$ cat config.mk
export PLATFORM = sky130hd
export DESIGN_NAME = imm_gen_pipe
export DESIGN_NICKNAME = d
export VERILOG_FILES = /design/src/rtl/imm_gen_pipe.sv
export SDC_FILE = /design/constraint.sdc
export NUM_CORES = 1
export LEC_CHECK = 0
export BUFFER_PORTS_ARGS = -buffer_cell sky130_fd_sc_hd__buf_2
export CAP_MARGIN = 25
export CORE_MARGIN = 4
export CORE_UTILIZATION = 47
export DETAILED_ROUTE_END_ITERATION = 10
export PLACE_DENSITY_LB_ADDON = 0.2
export SETUP_SLACK_MARGIN = 0.3
export SKIP_CTS_REPAIR_TIMING = 1
export SLEW_MARGIN = 10
export SYNTH_ARGS = -nofsm -noshare
export SYNTH_HDL_FRONTEND = slang
export SYNTH_SLANG_ARGS = --single-unit
$ cat constraint.sdc
create_clock -name clk -period 4.5 [get_ports clk]
set_input_delay 0 -clock clk [delete_from_list [all_inputs] [get_ports clk]]
set_output_delay 0 -clock clk [all_outputs]
set_load 0.01 [all_outputs]
$ cat src/rtl/imm_gen_pipe.sv
// Registered RISC-V immediate generator with a 2-entry (output reg + skid) valid/ready buffer.
// Optional saturating illegal-op counter on err_cnt, enabled by defining IMM_ERR_CNT_EN.
module imm_gen_pipe #(
    parameter int XLEN    = 32,
    parameter int SHAMT_W = 5,
    parameter int CNT_W   = 8
) (
    input  logic             clk,
    input  logic             rstn,
    input  logic             in_valid,
    output logic             in_ready,
    input  logic [31:0]      instr,
    input  logic [5:0]       EXTOp,
    output logic             out_valid,
    input  logic             out_ready,
    output logic [XLEN-1:0]  immout,
    output logic             imm_err
`ifdef IMM_ERR_CNT_EN
    ,
    output logic [CNT_W-1:0] err_cnt
`endif
);

    // Handshake: a beat transfers on a rising edge where valid && ready are both high;
    // a producer holding valid keeps its payload stable until that edge.
    logic            accept;
    logic            drain;
    logic            skid_valid;
    logic [XLEN-1:0] skid_imm;
    logic            skid_err;
    logic [XLEN-1:0] new_imm;
    logic            new_err;
    logic            unused_opcode;

    assign unused_opcode = ^instr[6:0];
    assign in_ready      = !skid_valid;
    assign accept        = in_valid && in_ready;
    assign drain         = out_valid && out_ready;

    // Start from the sign fill, then overlay the format's low bits.
    always_comb begin
        new_imm = {XLEN{instr[31]}};
        new_err = 1'b0;
        unique case (EXTOp)
            6'b100000: begin
                new_imm                = '0;
                new_imm[SHAMT_W-1:0]   = instr[20 +: SHAMT_W];
            end
            6'b010000: new_imm[11:0] = instr[31:20];
            6'b001000: new_imm[11:0] = {instr[31:25], instr[11:7]};
            6'b000100: new_imm[12:0] = {instr[31], instr[7], instr[30:25], instr[11:8], 1'b0};
            6'b000010: new_imm[31:0] = {instr[31:12], 12'b0};
            6'b000001: new_imm[20:0] = {instr[31], instr[19:12], instr[20], instr[30:21], 1'b0};
            default: begin
                new_imm = '1;
                new_err = 1'b1;
            end
        endcase
    end

    // The skid entry is only ever filled while the output reg is held, so it always
    // drains into the output reg before any newer item can.
    always_ff @(posedge clk or negedge rstn) begin
        if (!rstn) begin
            out_valid  <= 1'b0;
            immout     <= '0;
            imm_err    <= 1'b0;
            skid_valid <= 1'b0;
            skid_imm   <= '0;
            skid_err   <= 1'b0;
        end else if (!out_valid || drain) begin
            if (skid_valid) begin
                out_valid  <= 1'b1;
                immout     <= skid_imm;
                imm_err    <= skid_err;
                skid_valid <= 1'b0;
            end else if (accept) begin
                out_valid <= 1'b1;
                immout    <= new_imm;
                imm_err   <= new_err;
            end else begin
                out_valid <= 1'b0;
            end
        end else if (accept) begin
            skid_valid <= 1'b1;
            skid_imm   <= new_imm;
            skid_err   <= new_err;
        end
    end

`ifdef IMM_ERR_CNT_EN
    always_ff @(posedge clk or negedge rstn) begin
        if (!rstn) begin
            err_cnt <= '0;
        end else if (accept && new_err && (err_cnt != {CNT_W{1'b1}})) begin
            err_cnt <= err_cnt + 1'b1;
        end
    end
`else
    localparam int unused_cnt_w = CNT_W;
`endif

endmodule

==> results.cfg <==
[route]
wirelength_um = 8481
drc = 0
vias = 2942
wl_per_cell_um = 16.09
viasPerCell = 5.583
drt_iter0_drc = 155
ant_nets = 0
dr.pass1.iters = 4

[synth]
synth-adder-area-share_pct = 0
synth_top_family_by_area = compound AO/OA/AOI/OAI gates
ys_warn_count = 0
synth_top_area_share_pct = 50.84
synth_ff_type = dfrtp_1
synth.mux.area_fraction_pct = 0
async_flop_share_pct = 100.0
synthDistinctLibCells = 44
post-synth-top-count-cell = dfrtp_1
synth.area.top_cells = dfrtp_1 (51%), a21oi_1 (6.7%), nor2_1 (5.7%)
netlist_instances = 355
ys_seq_area_share_pct = 50.84
syn_area_sq_um = 3347
syn_nets = 397
yosys.area_share.simple_pct = 20.86
synth_compound_area_share_pct = 22.73
yosys_register_bits = 68
synthXorXnorAreaFrac_pct = 1.308
syn_area_per_cell_sq_um = 9.428
yosysTopAreaCell = dfrtp_1
yosys-top-cells-count = dfrtp_1 (68), nor2_1 (51), a21oi_1 (45)
synth-edff-count = 0

[setup_path]
reg2reg_depth = 7
regToRegEndpoint = immout[6]
r2r_slack_ns = 1.87
path_max_fanout = 30
cp_data_arrival_time_ns = 2.83
worst-setup-path-type = reg2reg
end_kind = flip-flop
required_ns = 4.70
start_kind = flip-flop
r2r_start = out_valid

[sta]
relSlewSlack_pct = 38.75
max_freq_mhz = 379.6
hold_viol = 0
fin_crit_ns = 2.634
drv_slew = 0
worstMarginPinSlew_ns = 0.9178
skew_ns = 0.009965
post-route-period-util_pct = 58.54
finalSetupTns_ns = 0
rsz0062_at_grt = no
setup-violations-final = 0

[global_routing]
grt_pass1_vias = 2717
grt_pass1_wl_um = 13580
grt_usage_pct = 20.18
grt_max_degree = 69
antenna_found_initial = 0
overflow = 0

[cts]
ctsHtreeMaxLevel = 3
cts_root_buffer = clkbuf_8
clockBufferDepth = 2
cts_buffers = 9
cts.sinks = 68
cts_tree = yes
clkLatencyLatePin_ns = 0.35
clk_pin_slew_ns = 0.08

[final_layout]
area_delta_synth_final_pct = 20.79
n_fill_cell = 642
fin_util_pct = 58.85
multiInputGateArea_sq_um = 1508
drive_above_1_share_pct = 27.15
regArea_sq_um = 1702
nets = 468
antenna_cells = 0

[power_and_ir_drop]
p_leak_nw = 1.546
max-vdd-ir-drop_mv = 0.2444
power.density_nw_per_um2 = 381.2

[status]
status = finished, final reports clean

[min_path]
holdPathEnd = immout[17]
hold_path_depth = 3
holdCritPathClass = in2reg
min_from = instr[17]

[placed_design]
gp_congestion = 0.8076
dp_hpwl_um = 5566
numPortBuffers = 69

[floorplanning]
dieHeight_um = 92.39
dieArea_sq_um = 8535
num_io_pins = 77
core_area_sq_um = 6869
die_x_um = 92.39
initial_core_util_pct = 48.72
rows = 30

[job]
cap_viol_max_count = 0
[critical path, stage by stage, from the launching register on]
cell and delay [ns]:
dfrtp_1 0.39, nor2b_2 0.15, buf_4 0.23, nor2_2 0.14
buf_4 0.33, nand2_1 0.30, nor2_2 0.77, a211oi_1 0.18
[layer usage]
| metal | wire length (um) | global-route usage [%] | up-vias |
|---|---|---|---|
| li1 | - | - | 1408 |
| met1 | 3857 | 29.09 | 1401 |
| met2 | 3908 | 30.21 | 125 |
| met3 | 642 | 5.361 | 8 |
| met4 | 73 | 5.198 | 0 |
| met5 | 0 | 0 | - |
[report_power, final]
group	leakage, nW	switching (mW)	internal, mW
logic	0.773	0.172	0.120
registers	0.669	0.0472	0.698
clock network	0.104	0.244	0.260
total	1.55	0.464	1.08
[layout by cell type (no fill, tap or decap), types with 2 or more instances in the layout]
| master | count |
|---|---|
| nand3_1 | 2 |
| xor2_1 | 4 |
| clkinv_4 | 2 |
| and3_1 | 7 |
| buf_2 | 69 |
| a211oi_1 | 8 |
| dfrtp_1 | 68 |
| buf_4 | 6 |
| nor3_4 | 2 |
| o21bai_1 | 10 |
| a221oi_2 | 2 |
| nor4b_1 | 3 |
| nor2_1 | 50 |
| o21a_1 | 3 |
| a221oi_1 | 2 |
| dlygate4sd3_1 | 12 |
| nor3_1 | 29 |
| clkinv_2 | 2 |
| and2_1 | 2 |
| clkbuf_8 | 9 |
| nor2_2 | 3 |
| nand2_1 | 29 |
| inv_6 | 2 |
| a211oi_2 | 11 |
| nand2b_1 | 2 |
| nor3_2 | 2 |
| nor2b_1 | 3 |
| a31oi_1 | 8 |
| a21oi_1 | 45 |
| o21ai_0 | 17 |
[cell type report]
class,count,area share (%)
repair buffers,87,12.63
clock buffers,9,3.064
well taps,96,2.971
flip-flops and latches,68,42.09
clock inverters,7,1.857
inverters,1,0.09285
multi-input cells,259,37.30
[per-stage QoR]
step	setup WS [ns]	hold slack [ns]	instances	area (sq um)	total power [mW]
3_3_place_gp	1.858	0.2556	499	3724	1.035
5_1_grt	1.672	0.01137	527	4043	1.632
2_1_floorplan	2.887	-0.2956	355	3347	0.9238
6_report	1.866	0.01709	527	4043	1.541
4_1_cts	1.799	-0.1244	515	3923	1.549
3_5_place_dp	1.804	0.2478	499	3724	1.043
[state kept, by name (all words and copies together) (netlist names)]
register	cells
immout	32
skid_err	1
skid_valid	1
imm_err	1
out_valid	1
skid_imm	32
[worst max-delay path by stage]
stage	startpoint	end	slack, ns	cells after the start
floorplan	out_valid	skid_imm[30]	2.89	5
global placement	out_valid	immout[6]	1.86	7
detailed placement	out_valid	immout[6]	1.80	7
CTS	out_valid	immout[6]	1.80	7
global route	out_valid	immout[9]	1.67	7
finish	out_valid	immout[6]	1.87	7
[logic make-up after synthesis]
family,Yosys count
simple gates,141
compound gates,113
flops,68
buf+inv,28
xor+xnor,5
(Power assumes the default switching activity.)
